**config.mk**
```make
export PLATFORM = sky130hd
export DESIGN_NAME = fetch_unit
export DESIGN_NICKNAME = d
export VERILOG_FILES = /design/src/rtl/rv32_pkg.sv /design/src/rtl/fetch_predecode.sv /design/src/rtl/fetch_unit.sv
export SDC_FILE = /design/constraint.sdc
export NUM_CORES = 1
export LEC_CHECK = 0
export BUFFER_PORTS_ARGS = -buffer_cell sky130_fd_sc_hd__buf_2
export CORE_ASPECT_RATIO = 0.7
export CORE_MARGIN = 10
export CORE_UTILIZATION = 25
export DETAILED_ROUTE_END_ITERATION = 8
export PLACE_DENSITY_LB_ADDON = 0.1
export SYNTH_ARGS = -nofsm -noshare
export SYNTH_HDL_FRONTEND = slang
export SYNTH_SLANG_ARGS = --single-unit
```
**constraint.sdc**
```tcl
create_clock -name clk -period 2.65 [get_ports clk]
set_input_delay 0.1325 -clock clk [delete_from_list [all_inputs] [get_ports clk]]
set_output_delay 0.1325 -clock clk [all_outputs]
set_load 0.05 [all_outputs]
```
**src/rtl/rv32_pkg.sv**
```systemverilog
// Shared RV32 fetch-side definitions: opcode constants, the fetch FSM state type and
// immediate sign-extension helpers used by the predecoder.
package rv32_pkg;

  localparam logic [6:0]  OPC_JAL    = 7'b1101111;
  localparam logic [6:0]  OPC_BRANCH = 7'b1100011;
  localparam logic [31:0] NOP_INSTR  = 32'h0000_0013;  // addi x0, x0, 0

  typedef enum logic [1:0] {
    REQ,
    WAIT,
    HOLD
  } fetch_state_t;

  // J-type immediate, sign-extended, bit 0 always zero.
  function automatic logic [31:0] imm_j(input logic [31:0] instr);
    return {{12{instr[31]}}, instr[19:12], instr[20], instr[30:21], 1'b0};
  endfunction

  // B-type immediate, sign-extended, bit 0 always zero.
  function automatic logic [31:0] imm_b(input logic [31:0] instr);
    return {{20{instr[31]}}, instr[7], instr[30:25], instr[11:8], 1'b0};
  endfunction

endpackage

```
**src/rtl/fetch_predecode.sv**
```systemverilog
// Combinational predecoder: picks the next fetch PC from the returned instruction word.
//   instr      in   32  instruction word from memory
//   pc         in   32  PC of instr
//   pred_taken in   1   predictor verdict for instr
//   next_pc    out  32  following fetch address, word aligned
//   is_ctrl    out  1   instr is JAL or a conditional branch
module fetch_predecode
  import rv32_pkg::*;
(
  input  logic [31:0] instr,
  input  logic [31:0] pc,
  input  logic        pred_taken,
  output logic [31:0] next_pc,
  output logic        is_ctrl
);

  logic [6:0]  opc;
  logic [31:0] target;

  always_comb begin
    opc     = instr[6:0];
    is_ctrl = 1'b0;
    target  = pc + 32'd4;
    if (opc == OPC_JAL) begin
      is_ctrl = 1'b1;
      target  = pc + imm_j(instr);
    end else if (opc == OPC_BRANCH) begin
      is_ctrl = 1'b1;
      if (pred_taken) begin
        target = pc + imm_b(instr);
      end
    end
    next_pc = {target[31:2], 2'b00};
  end

endmodule

```
**src/rtl/fetch_unit.sv**
```systemverilog
// Instruction-fetch stage. Owns the PC, issues one outstanding request at a time to
// instruction memory, and hands {instr, pc, pred} to decode under a valid/stall handshake.
// EX redirects override the PC; a request already in flight is marked to be discarded.
//
// Ports:
//   clk, rst_n                     clock, synchronous active-low reset
//   pred_taken                     predictor verdict for the word being returned
//   imem_req/imem_addr/imem_ready  request channel (addr word aligned)
//   imem_rvalid/imem_rdata         response channel
//   id_valid/id_instr/id_pc/id_pred_taken, id_stall   packet to decode
//   ex_redirect/ex_target          mispredict redirect from EX
//   stat_fetched/stat_redirects    statistics counters
//
// Configuration macro FETCH_STATS_EN: when defined, stat_fetched counts accepted packets
// and stat_redirects counts redirects (both wrap); when undefined both ports read 0.
module fetch_unit
  import rv32_pkg::*;
#(
  parameter logic [31:0] RESET_PC = 32'h0000_0000,
  parameter int unsigned STAT_W   = 32
) (
  input  logic              clk,
  input  logic              rst_n,
  input  logic              pred_taken,
  output logic              imem_req,
  output logic [31:0]       imem_addr,
  input  logic              imem_ready,
  input  logic              imem_rvalid,
  input  logic [31:0]       imem_rdata,
  output logic              id_valid,
  output logic [31:0]       id_instr,
  output logic [31:0]       id_pc,
  output logic              id_pred_taken,
  input  logic              id_stall,
  input  logic              ex_redirect,
  input  logic [31:0]       ex_target,
  output logic [STAT_W-1:0] stat_fetched,
  output logic [STAT_W-1:0] stat_redirects
);

  fetch_state_t state_q, state_d;
  logic [31:0]  pc_q, pc_d;
  logic         kill_q, kill_d;
  logic         id_valid_q, id_valid_d;
  logic [31:0]  id_instr_q, id_instr_d;
  logic [31:0]  id_pc_q, id_pc_d;
  logic         id_pred_q, id_pred_d;

  logic [31:0]  pd_next_pc;
  logic         pd_is_ctrl;
  logic         handoff;

  fetch_predecode u_predecode (
    .instr      (imem_rdata),
    .pc         (pc_q),
    .pred_taken (pred_taken),
    .next_pc    (pd_next_pc),
    .is_ctrl    (pd_is_ctrl)
  );

  assign handoff = id_valid_q & ~id_stall;

  always_comb begin
    state_d    = state_q;
    pc_d       = pc_q;
    kill_d     = kill_q;
    id_valid_d = id_valid_q & ~handoff;
    id_instr_d = id_instr_q;
    id_pc_d    = id_pc_q;
    id_pred_d  = id_pred_q;

    if (ex_redirect) begin
      pc_d       = ex_target & 32'hFFFF_FFFC;
      id_valid_d = 1'b0;
      unique case (state_q)
        REQ: begin
          // Request goes out this edge anyway; its response must be dropped.
          if (imem_ready) begin
            kill_d  = 1'b1;
            state_d = WAIT;
          end
        end
        WAIT: begin
          if (imem_rvalid) begin
            kill_d  = 1'b0;
            state_d = REQ;
          end else begin
            kill_d = 1'b1;
          end
        end
        HOLD:    state_d = REQ;
        default: state_d = REQ;
      endcase
    end else begin
      unique case (state_q)
        REQ: begin
          if (imem_ready) begin
            state_d = WAIT;
          end
        end
        WAIT: begin
          if (imem_rvalid) begin
            state_d = REQ;
            kill_d  = 1'b0;
            if (!kill_q) begin
              id_valid_d = 1'b1;
              id_instr_d = imem_rdata;
              id_pc_d    = pc_q;
              id_pred_d  = pred_taken;
              // Non-control words take the plain sequential path.
              pc_d       = pd_is_ctrl ? pd_next_pc : pc_q + 32'd4;
              if (id_stall) begin
                state_d = HOLD;
              end
            end
          end
        end
        HOLD: begin
          if (!id_stall) begin
            state_d = REQ;
          end
        end
        default: state_d = REQ;
      endcase
    end
  end

  always_ff @(posedge clk) begin
    if (!rst_n) begin
      state_q    <= REQ;
      pc_q       <= RESET_PC;
      kill_q     <= 1'b0;
      id_valid_q <= 1'b0;
      id_instr_q <= NOP_INSTR;
      id_pc_q    <= 32'h0;
      id_pred_q  <= 1'b0;
    end else begin
      state_q    <= state_d;
      pc_q       <= pc_d;
      kill_q     <= kill_d;
      id_valid_q <= id_valid_d;
      id_instr_q <= id_instr_d;
      id_pc_q    <= id_pc_d;
      id_pred_q  <= id_pred_d;
    end
  end

  // No request is presented while reset is held, even though the state is already REQ.
  assign imem_req      = (state_q == REQ) & rst_n;
  assign imem_addr     = pc_q;
  assign id_valid      = id_valid_q;
  assign id_instr      = id_instr_q;
  assign id_pc         = id_pc_q;
  assign id_pred_taken = id_pred_q;

`ifdef FETCH_STATS_EN
  logic [STAT_W-1:0] stat_fetched_q, stat_redirects_q;

  always_ff @(posedge clk) begin
    if (!rst_n) begin
      stat_fetched_q   <= '0;
      stat_redirects_q <= '0;
    end else begin
      if (handoff) begin
        stat_fetched_q <= stat_fetched_q + STAT_W'(1);
      end
      if (ex_redirect) begin
        stat_redirects_q <= stat_redirects_q + STAT_W'(1);
      end
    end
  end

  assign stat_fetched   = stat_fetched_q;
  assign stat_redirects = stat_redirects_q;
`else
  assign stat_fetched   = '0;
  assign stat_redirects = '0;
`endif

endmodule

```
==> out/metrics.cfg <==
[routing]
drc = 0
drt-total-wl_um = 41600
drtIter0Drc = 671
via_count = 9808
routed-wl-met2_um = 15800
wl_per_cell_um = 21.4
top_layer = met4
wl_met1_um = 21900
wl_met3_um = 3670
ant_nets = 0
drt-pass1-iter-count = 5
viasPerCell = 5.05

[yosys]
synth_area_leader_cell = dfxtp_1
synth_commonest_cells = nand2_1, a21oi_1, dfxtp_1
yosysSeqAreaShare = 0.243
synth_edf_count = 0
synth_area_per_cell_um2 = 7.18
synth_area_um2 = 8310
syn_inst = 1157
netlist.area_leader.share = 0.243
synth-seq-cells = 101
synth_ff_type = dfxtp_1
ys_top_cells_by_area = dfxtp_1, nand2_1, a21oi_1
yosysMostFrequentCell = nand2_1
synth_warnings = 0
ys_async_sr_fraction = 0
synth_cell_type_count = 73

[finish]
final_nets = 1624
syn_to_final_growth_pct = 44.6
drive_gt1_frac = 0.349
final_cell_count_no_fill = 1943

[timing]
setup_violations = 1
finalMaxSlewViolations = 0
skew_ns = 0.0176
rsz0062_at_grt = yes
hold_viol = 0
worstMarginPinSlew_ns = 0.796
fin_ws_ns = -0.00197
period_share = 1.00
timing.fmax_mhz = 377
fin_crit_ns = 2.65
hold_slack_ns = 0.0170
slew_headroom = 0.469

[clocking]
clock_latency_ns = 0.40
clk_pin_slew_worst_paths_ns = 0.09
clock-sinks = 101
numCtsBuffers = 9
cts_buffer_depth = 2
cts-htree-levels = 3
clockRootBuffer = clkbuf_16
cts_tree = built

[pwr]
leakage_nw = 5.26
power_density_nw_per_um2 = 436
ir_worst_vdd_v = 0.000270
finalPower_mw = 5.24

[grt]
grt_antenna_before_repair = 0
grt_usage = 0.193
grt_max_degree = 63
grt_overflow = 0
grt_pass1_wl_um = 60900
first_global_vias = 9115

[die]
die_w_um = 238
dieArea_um2 = 41000
core_um2 = 32600
start_util = 0.255
row_count = 55
ios = 234
die_h_um = 173

[critical_path]
path_max_fanout = 4
cp-end-kind = flop
path_class = reg -> reg
worstPathArrival_ns = 2.93
cpPeakStageDelay_ns = 0.37
slowest_stage = fa_2
rr_worst_depth = 13
critPathLaunch = imem_addr[1]
worstReg2RegStart = imem_addr[1]
cp.required_ns = 2.93
path_cells = and2_4 -> fa_2 -> a211oi_2 -> nor4_1 -> nor2_1 -> buf_4 -> o211ai_1 -> buf_4 -> a31oi_4 -> buf_6 -> o2bb2ai_2 -> a221oi_2 -> nor3_1
worstSetupStartpointType = flop
crit_top_cell = buf_4

[worst_hold_path]
hold-path-cell-count = 3
hold_start = ex_target[6]
hold_path_class = in -> reg

[placement]
dp_hpwl_um = 33000
port_buffers = 167
dp.cells = 1896
gp_congestion = 0.922

[run_status]
outcome = finished with violations
violations = setup timing

[run]
maxCapViolCount = 0

## registers in the layout (all words and copies together), names as in the netlist
signal	count
id_pred_taken	1
kill_q	1
id_valid	1
state_q	2
id_instr	32
imem_addr	32
id_pc	32
## final cells by class
| type | instances | area, um^2 |
|---|---|---|
| fill | 3509 | 20500 |
| sequential | 101 | 2070 |
| inverter | 19 | 71.3 |
| tap | 427 | 534 |
| clock buffer | 11 | 264 |
| timing repair buffer | 413 | 2760 |
| clock inverter | 5 | 47.5 |
| antenna | 2 | 5.00 |
| multi-input combinational | 965 | 6250 |
## critical path: cells and delay by family (launching register included)
family,cells,cell delay (ns)
simple gates,4,0.42
buf+inv,3,0.47
flops,1,0.35
fa+ha+maj,1,0.37
compound gates,5,0.93
## metrics by stage
stage	cell area, um^2	setup WS (ns)	setup TNS (ns)	utilization
2_1_floorplan	8600	0.00841	0	-
3_3_place_gp	10900	-0.235	-1.37	0.334
3_5_place_dp	10900	-0.200	-1.07	0.334
4_1_cts	11500	0.000326	0	0.354
5_1_grt	12000	-0.124	-0.341	0.369
6_report	12000	-0.00197	-0.00197	0.369
## power by group
group          internal [mW]  switching, mW
Sequential              1.57         0.0613
Combinational          0.785           1.35
Clock                  0.737          0.736
## cell usage in the layout, fill, tap and decap left out, types with 8 or more instances in the layout
cell type | netlist | routed
and2_1 | 17 | 15
nor3_1 | 26 | 23
mux2i_1 | 10 | 8
a21o_1 | 18 | 18
dfxtp_1 | 101 | 79
nor2_1 | 60 | 59
xor2_1 | 21 | 19
o221ai_1 | 11 | 10
and4_1 | 8 | 8
a21oi_1 | 136 | 129
clkbuf_16 | 0 | 10
a221oi_1 | 11 | 8
dfxtp_4 | 0 | 10
xnor2_1 | 22 | 22
or3_1 | 9 | 9
nand2_1 | 207 | 202
o21ai_0 | 59 | 55
inv_1 | 18 | 18
nand3_1 | 31 | 31
o21ai_1 | 11 | 12
o211ai_1 | 14 | 14
nand4_1 | 18 | 18
and3_1 | 28 | 26
conb_1 | 1 | 64
ha_1 | 42 | 22
dlygate4sd3_1 | 0 | 17
buf_2 | 9 | 167
ha_4 | 0 | 16
dfxtp_2 | 0 | 12
a211oi_1 | 24 | 17
buf_4 | 65 | 222
## cell families after synthesis
logic type,synth area share
multiplexers,0.0175
AND/OR/NAND/NOR,0.241
adder cells (fa/ha/maj),0.0681
buffers and inverters,0.100
XOR/XNOR,0.0453
AO/OA/AOI/OAI,0.284
flip-flops,0.243
other,0.000451
## routing by layer
metal	GRT usage	vias to the layer above
met3	0.0599	13
li1	-	4794
met5	0	-
met2	0.244	345
met1	0.305	4656
met4	0.0277	0
## final timing paths
path                                       to  slack, ns
worst max-delay path            imem_addr[27]     -0.002
worst min-delay path             imem_addr[6]       0.02
worst max register to register  imem_addr[27]     -0.002
worst min register to register       id_pc[6]       0.45
## timing repair
| action | 4_1_cts | 5_1_grt |
|---|---|---|
| hold endpoints to repair | 17 | 0 |
| setup buffers | 3 | 10 |
| cloned | 0 | 0 |
| endpoints found under the setup margin | 13 | 19 |
| gates resized for setup | 27 | 72 |
| pin swaps | 12 | 36 |
| hold buffers | 17 | 0 |
Power figures use the tool's default switching activity.
